[src/rtl/branch_pkg.sv]
// branch_pkg: shared encodings for the decode-stage branch controller.
//   - branch op and forward-select encodings
//   - controller FSM state
//   - register, stall-counter and statistics widths
package branch_pkg;

    localparam int REG_W       = 5;
    localparam int STALL_CNT_W = 8;
    localparam int STAT_W      = 32;

    typedef enum logic [1:0] {
        OP_NONE = 2'b00,
        OP_BEQ  = 2'b01,
        OP_BNE  = 2'b10,
        OP_RSVD = 2'b11
    } br_op_e;

    typedef enum logic [1:0] {
        FWD_RF = 2'b00,
        FWD_E  = 2'b01,
        FWD_M  = 2'b10
    } fwd_sel_e;

    typedef enum logic {
        ST_IDLE = 1'b0,
        ST_WAIT = 1'b1
    } br_state_e;

endpackage

[src/rtl/hazard_check.sv]
// hazard_check: forwarding/hazard decision for one comparator operand.
//   src          : source register number of the decode instruction
//   e_we/e_ready : E stage writes a register / its value is forwardable now
//   e_dst        : E stage destination
//   m_we/m_ready : same for M stage
//   m_dst        : M stage destination
//   fwd_sel      : 00 register file, 01 E, 10 M
//   hazard       : operand not yet produced (fwd_sel reads 00 in that case)
module hazard_check
    import branch_pkg::*;
(
    input  logic [REG_W-1:0] src,
    input  logic             e_we,
    input  logic             e_ready,
    input  logic [REG_W-1:0] e_dst,
    input  logic             m_we,
    input  logic             m_ready,
    input  logic [REG_W-1:0] m_dst,
    output logic [1:0]       fwd_sel,
    output logic             hazard
);

    // E is the younger producer, so it shadows M even when E is not ready.
    always_comb begin
        fwd_sel = FWD_RF;
        hazard  = 1'b0;
        if (src != '0) begin
            if (e_we && (e_dst == src)) begin
                if (e_ready) fwd_sel = FWD_E;
                else         hazard  = 1'b1;
            end else if (m_we && (m_dst == src)) begin
                if (m_ready) fwd_sel = FWD_M;
                else         hazard  = 1'b1;
            end
        end
    end

endmodule

[src/rtl/branch_ctrl.sv]
// branch_ctrl: decode-stage branch controller.
//   Selects forwarded comparator operands, stalls decode while an operand is
//   outstanding, and turns the comparator result into a next-PC select.
//   A watchdog counts consecutive stall cycles and raises sticky stall_err.
// Ports:
//   clk, reset (async, active low)
//   br_valid, br_op, rs, rt          : decode-stage branch
//   e_we/e_ready/e_dst, m_we/m_ready/m_dst : producer info for forwarding
//   flush_d                          : decode flush, overrides everything
//   cmp_eq                           : external comparator equality
//   fwd_sel1/fwd_sel2, stall_d, npc_sel, stall_err
//   br_cnt, taken_cnt, stall_cyc     : only when BRANCH_STATS_EN is defined
// Parameter MAX_STALL (1..255): consecutive stall cycles before stall_err.
// Macro BRANCH_STATS_EN: enables the branch statistics counters.
module branch_ctrl
    import branch_pkg::*;
#(
    parameter int MAX_STALL = 15
) (
    input  logic              clk,
    input  logic              reset,
    input  logic              br_valid,
    input  logic [1:0]        br_op,
    input  logic [REG_W-1:0]  rs,
    input  logic [REG_W-1:0]  rt,
    input  logic              e_we,
    input  logic              e_ready,
    input  logic [REG_W-1:0]  e_dst,
    input  logic              m_we,
    input  logic              m_ready,
    input  logic [REG_W-1:0]  m_dst,
    input  logic              flush_d,
    input  logic              cmp_eq,
    output logic [1:0]        fwd_sel1,
    output logic [1:0]        fwd_sel2,
    output logic              stall_d,
    output logic              npc_sel,
    output logic              stall_err
`ifdef BRANCH_STATS_EN
    ,
    output logic [STAT_W-1:0] br_cnt,
    output logic [STAT_W-1:0] taken_cnt,
    output logic [STAT_W-1:0] stall_cyc
`endif
);

    localparam logic [STALL_CNT_W-1:0] MAX_STALL_C = STALL_CNT_W'(MAX_STALL);

    logic [1:0]             sel1_raw, sel2_raw;
    logic                   haz1, haz2, hazard, active, resolve;
    br_state_e              state, state_nxt;
    logic [STALL_CNT_W-1:0] stall_cnt, stall_cnt_nxt;

    hazard_check u_haz_rs (
        .src     (rs),
        .e_we    (e_we),
        .e_ready (e_ready),
        .e_dst   (e_dst),
        .m_we    (m_we),
        .m_ready (m_ready),
        .m_dst   (m_dst),
        .fwd_sel (sel1_raw),
        .hazard  (haz1)
    );

    hazard_check u_haz_rt (
        .src     (rt),
        .e_we    (e_we),
        .e_ready (e_ready),
        .e_dst   (e_dst),
        .m_we    (m_we),
        .m_ready (m_ready),
        .m_dst   (m_dst),
        .fwd_sel (sel2_raw),
        .hazard  (haz2)
    );

    // Reserved op decodes as "no branch"; flush kills the branch outright.
    assign active = br_valid && ((br_op == OP_BEQ) || (br_op == OP_BNE)) && !flush_d;
    assign hazard = haz1 || haz2;

    // Muxes are forced to the register file while reset is held.
    assign fwd_sel1 = reset ? sel1_raw : FWD_RF;
    assign fwd_sel2 = reset ? sel2_raw : FWD_RF;

    // State register
    always_ff @(posedge clk or negedge reset) begin
        if (!reset) state <= ST_IDLE;
        else        state <= state_nxt;
    end

    // Next-state logic
    always_comb begin
        state_nxt = state;
        case (state)
            ST_IDLE: if (stall_d)  state_nxt = ST_WAIT;
            ST_WAIT: if (!stall_d) state_nxt = ST_IDLE;
            default: state_nxt = ST_IDLE;
        endcase
    end

    // Outputs: decisions are combinational so an operand arriving this
    // cycle resolves the branch this cycle.
    always_comb begin
        stall_d = 1'b0;
        npc_sel = 1'b0;
        resolve = 1'b0;
        if (reset && active) begin
            stall_d = hazard;
            resolve = !hazard;
            npc_sel = !hazard && ((br_op == OP_BEQ) ? cmp_eq : !cmp_eq);
        end
    end

    // Watchdog: counts cycles that end in WAIT, clears whenever we leave it.
    always_comb begin
        stall_cnt_nxt = '0;
        if (state_nxt == ST_WAIT)
            stall_cnt_nxt = (stall_cnt == '1) ? stall_cnt : stall_cnt + 1'b1;
    end

    always_ff @(posedge clk or negedge reset) begin
        if (!reset) begin
            stall_cnt <= '0;
            stall_err <= 1'b0;
        end else begin
            stall_cnt <= stall_cnt_nxt;
            if (stall_cnt_nxt == MAX_STALL_C) stall_err <= 1'b1;
        end
    end

`ifdef BRANCH_STATS_EN
    always_ff @(posedge clk or negedge reset) begin
        if (!reset) begin
            br_cnt    <= '0;
            taken_cnt <= '0;
            stall_cyc <= '0;
        end else begin
            if (resolve)            br_cnt    <= br_cnt + 1'b1;
            if (resolve && npc_sel) taken_cnt <= taken_cnt + 1'b1;
            if (stall_d)            stall_cyc <= stall_cyc + 1'b1;
        end
    end
`endif

endmodule
[config.mk]
export PLATFORM = sky130hd
export DESIGN_NAME = branch_ctrl
export DESIGN_NICKNAME = d
export VERILOG_FILES = /design/src/rtl/branch_pkg.sv /design/src/rtl/hazard_check.sv /design/src/rtl/branch_ctrl.sv
export SDC_FILE = /design/constraint.sdc
export NUM_CORES = 1
export LEC_CHECK = 0
export ABC_CLOCK_PERIOD_IN_PS = 5350
export BUFFER_PORTS_ARGS = -buffer_cell sky130_fd_sc_hd__buf_2
export CAP_MARGIN = 10
export CELL_PAD_IN_SITES_DETAIL_PLACEMENT = 0
export CELL_PAD_IN_SITES_GLOBAL_PLACEMENT = 1
export CORE_MARGIN = 2
export CORE_UTILIZATION = 36
export CTS_CLUSTER_SIZE = 30
export DETAILED_ROUTE_END_ITERATION = 16
export PLACE_DENSITY_LB_ADDON = 0.1
export SYNTH_ARGS = -nofsm -noshare
export SYNTH_HDL_FRONTEND = slang
export SYNTH_SLANG_ARGS = --single-unit
export TNS_END_PERCENT = 30
[constraint.sdc]
create_clock -name clk -period 5.35 [get_ports clk]
set_input_delay 1.07 -clock clk [delete_from_list [all_inputs] [get_ports clk]]
set_output_delay 1.07 -clock clk [all_outputs]
set_load 0.005 [all_outputs]
* Word level (Yosys, flattened, before mapping)
Cells that the tools add are included. Widths: inputs -> output; s select.
Word-level totals: flip-flop bits (word level) 9, logic and storage cells 50, input bits 31
Cells by class: add/sub/neg operators 1, reductions and logical operators 15, eq/ne operators 8, mux-type cells 24
Operators with widths (count):
- $eq 5x5->1 | 4
- $mux 2 | 9
- $mux 8 | 2
- $mux 1 | 13
- $reduce_bool 5->1 | 2
- $add 8x1->8 const B | 1
- $eq 8x4->1 const B | 1
- $eq 8x8->1 const B | 1
- $logic_and 1x1->1 | 8
- $logic_not 1->1 | 3
- $eq 2x1->1 const B | 1
- $eq 2x2->1 const B | 1
- $logic_or 1x1->1 | 2

* Logic depth before layout (Yosys ltp)
depth in word-level cells 10, mapped depth 7, depth with buffers taken out 6

* By module
A second synthesis with hierarchy kept.
Unflattened totals: cells, all modules 114, area total of the unflattened synthesis 979.7 um^2
Modules (own cells, without submodules):
- branch_ctrl | area an instance 616.8 um^2, instances 1, sequential area each 225.2 um^2, cells an instance 64
- hazard_check | area an instance 181.4 um^2, instances 2, sequential area each 0.0 um^2, cells an instance 25

* Worst setup path after synthesis
No wires, ideal clock.
path type input-to-output, start point input port e_dst[0], end point output port stall_d, setup slack 2074 ps, required time 4280 ps, cell stages on the path 7, data arrival time 2206 ps, path through xor2_1 -> nor3_2 -> nand3_1 -> a221o_1 -> a21o_1 -> buf_6 -> inv_1
Between the ends: cells in the longest elaborated chain, start to end 6, elaborated cells between the ends (all ways) 10
Ends and longest elaborated chain:
- start: declaration | RTL line branch_ctrl.sv:28 | input logic [REG_W-1:0] e_dst,
- $eq 5x5->1 | RTL line hazard_check.sv:28 | if (e_we && (e_dst == src)) begin
- $logic_and 1x1->1 | RTL line hazard_check.sv:28
- $mux 1 | RTL line hazard_check.sv:28
- $mux 1 | RTL line hazard_check.sv:27 | if (src != '0) begin
- $logic_or 1x1->1 * | RTL line branch_ctrl.sv:80 | assign hazard = haz1 || haz2;
- $mux 1 * | RTL line branch_ctrl.sv:108 | if (reset && active) begin
- end: declaration | RTL line branch_ctrl.sv:36 | output logic stall_d,
Every way passes the cells marked *; elsewhere a longest branch is shown, timed or not.

* Worst setup path in the final report
start point input port rs[0], end point output port stall_d
Between the ends: cells in the longest elaborated chain, start to end 7, elaborated cells between the ends (all ways) 10
Ends and longest elaborated chain:
- start: declaration | RTL line branch_ctrl.sv:24 | input logic [REG_W-1:0] rs,
- $eq 5x5->1 | RTL line hazard_check.sv:31 | end else if (m_we && (m_dst == src)) begin
- $logic_and 1x1->1 | RTL line hazard_check.sv:31
- $mux 1 | RTL line hazard_check.sv:31
- $mux 1 | RTL line hazard_check.sv:28
- $mux 1 * | RTL line hazard_check.sv:27
- $logic_or 1x1->1 * | RTL line branch_ctrl.sv:80
- $mux 1 * | RTL line branch_ctrl.sv:108
Marks and branches as above.

==> metrics <==
Seq/Total Area, Yosys 24.5%; ANT cells 0; post_cts resized 0; fillcell total 251; fmax 267 MHz; M1 WL 1010 um; Synth warnings 0; final slew viol count 0; largest family of logic cells by synthesized area simple AND/OR/NAND/NOR gates; critical path class input port to output pin; Core Region 0.00245 mm^2; CP Cell Sequence buf_2 > or4_1 > nor2_1 > a221o_1 > a21o_1 > inv_1 > buf_2; top post-synthesis cells by count xor2_1, nand3_1, nor2_1, dfrtp_1, nand2_1; share of the synthesized area in the top cell type 24.5%; Via density 5.04; Synth Area in XOR/XNOR 21.9%; share of cells above drive strength 1 34.2%; largest cells by area after synthesis dfrtp_1, xor2_1, nand3_1; hpwl dp 1830 um; Hold WC Path Type register to register; Critical-path top delay cell or4_1; CTS H-tree depth 1; ys async rst share 100%; metal2 WL 982 um; Top Layer Used met3; post-synth cell types 32; die area 0.00298 mm^2; post-synthesis instance total 112; mux contribution to synthesized area 0%; grt total ovfl 0; clk_lat worst skew 0.25 ns; crit start category input port; #FFs+latches synth 9; Die Y 54.6 um; CTS sink count 9; CTS Buffer Depth 2; crit-path max cell delay 0.53 ns; post-CTS setup buffer count 0; status finished, final reports clean; WHS 0.482 ns; Post-Synth Simple-Gate Area 33.2%; IO buf count 37; setup TNS 0 ns; Ports 38; number of max-cap violations 0; CP Capture Type output pin; CTS Hold Buffers Added 0; clock skew 0.00109 ns; storage element area 225 um^2; CTS Root Buffer Type clkbuf_4; # DRC 0; synthesized area 921 um^2; adder and majority cell fraction of the synthesized area 2.72%; Worst Path Max Fanout 10; Placer Congestion 0.763; P&R area growth vs syn 25.8%; Worst path most repeated cell buf_2; Post-synth top flop dfrtp_1; syn_area_per_cell 8.22 um^2; most frequent cell after synthesis xor2_1; met3 wire len 123 um; Final Setup Violations 0; largest net degree at the start of global routing 13; EDFF count, synth 0; DIE WIDTH 54.6 um; period utilization 70.1%; Pwr per Cell Area 139 mW/mm^2; initial antenna violation count 0; Synth Area in Compound Gates 14.1%; DR WL/cell 11.6 um; Routed WL 2110 um; Final Hold Viols 0; WP data arrival 2.68 ns; # nets final 186; fin crit period 3.75 ns; area of the multi-input gates 662 um^2; CTS Buf Count 3; syn_nets 145; area leader, netlist dfrtp_1; maximum vdd drop 0.138 mV; starting density of the core 37.5%; required time worst endpoint 4.28 ns; clock slew at reported path FFs 0.06 ns; vias in the first global route 794; row cnt 18; Tot GR Track Use 15.3%; 1st-pass router iterations 4; DR vias 917; Slew HR 71.5%; Worst-Margin Slew 0.428 ns; post-route ant nets 0; Detailed Route Iter0 Violations 14; global-route wire length before repair 3290 um; leakage power 0.527 nW; RSZ-0062 raised after global routing no; CTS tree done
[metrics by stage]
step / utilization [%] / instances / area [um^2] / setup WS [ns] / power, mW
after floorplan: - / 112 / 921 / 2.07 / 0.0898
after detailed placement: 46.1 / 178 / 1130 / 1.61 / 0.112
after CTS: 47.2 / 182 / 1160 / 1.61 / 0.164
final: 47.2 / 182 / 1160 / 1.60 / 0.161
after global routing: 47.2 / 182 / 1160 / 1.51 / 0.175
after global placement: 46.1 / 178 / 1130 / 1.63 / 0.111
[worst paths after layout]
path	endpoint	slack (ns)	cells after the start	startpoint
max	stall_d	1.60	7	rs[0]
min reg2reg	stall_err	0.48	2	stall_err
max in group asynchronous	stall_cnt[2]	4.47	1	reset
min in group asynchronous	stall_cnt[7]	0.68	1	reset
min	stall_err	0.48	2	stall_err
max reg2reg	stall_err	3.37	6	stall_cnt[0]
[sequential cells by signal, summed over array words and instances (netlist names)]
signal / cells
stall_cnt: 8
stall_err: 1
[worst max-delay path, delay by kind of cell]
| family | cells | cell delay, ns |
|---|---|---|
| AO/OA/AOI/OAI | 2 | 0.56 |
| buffers and inverters | 3 | 0.32 |
| AND/OR/NAND/NOR | 2 | 0.74 |
[cell type report]
class	instances	share of cell area [%]
tap	30	3.24
timing repair buffer	37	16.0
sequential	9	19.4
inverter	6	1.94
clock buffer	4	2.27
multi-input combinational	96	57.1
[report_power, final]
part           leakage (nW)  internal, mW  total (mW)  switching (mW)
registers             0.121        0.0681      0.0682       0.0000529
clock network        0.0150        0.0286      0.0508          0.0221
logic                 0.391        0.0192      0.0418          0.0226
total                 0.527         0.116       0.161          0.0448
[kinds of logic after synthesis]
kind of cell               Yosys count
and+or+nand+nor                     55
DFF                                  9
buffers and inverters                7
AOI/OAI and AO/OA                   16
xor gates and xnor gates            23
adders and majority gates            2
[layer usage]
| layer | up-vias | track usage (%) |
|---|---|---|
| met3 | 0 | 4.92 |
| met2 | 29 | 25.3 |
| met4 | 0 | 1.25 |
| met5 | - | 0 |
| met1 | 413 | 20.2 |
| li1 | 475 | - |
[placed cells by master (no fill, tap or decap), types with 2 or more instances in the layout]
| cell | instances |
|---|---|
| and2_2 | 2 |
| nor3_1 | 5 |
| inv_1 | 6 |
| nand3_1 | 12 |
| a221o_1 | 2 |
| dfrtp_1 | 9 |
| buf_2 | 37 |
| o21ai_0 | 4 |
| xor2_1 | 22 |
| ha_1 | 2 |
| or4_1 | 2 |
| clkbuf_4 | 3 |
| nor3_2 | 5 |
| a21oi_1 | 4 |
| nor2_1 | 12 |
| nand2_1 | 7 |
(Power assumes the default switching activity.)
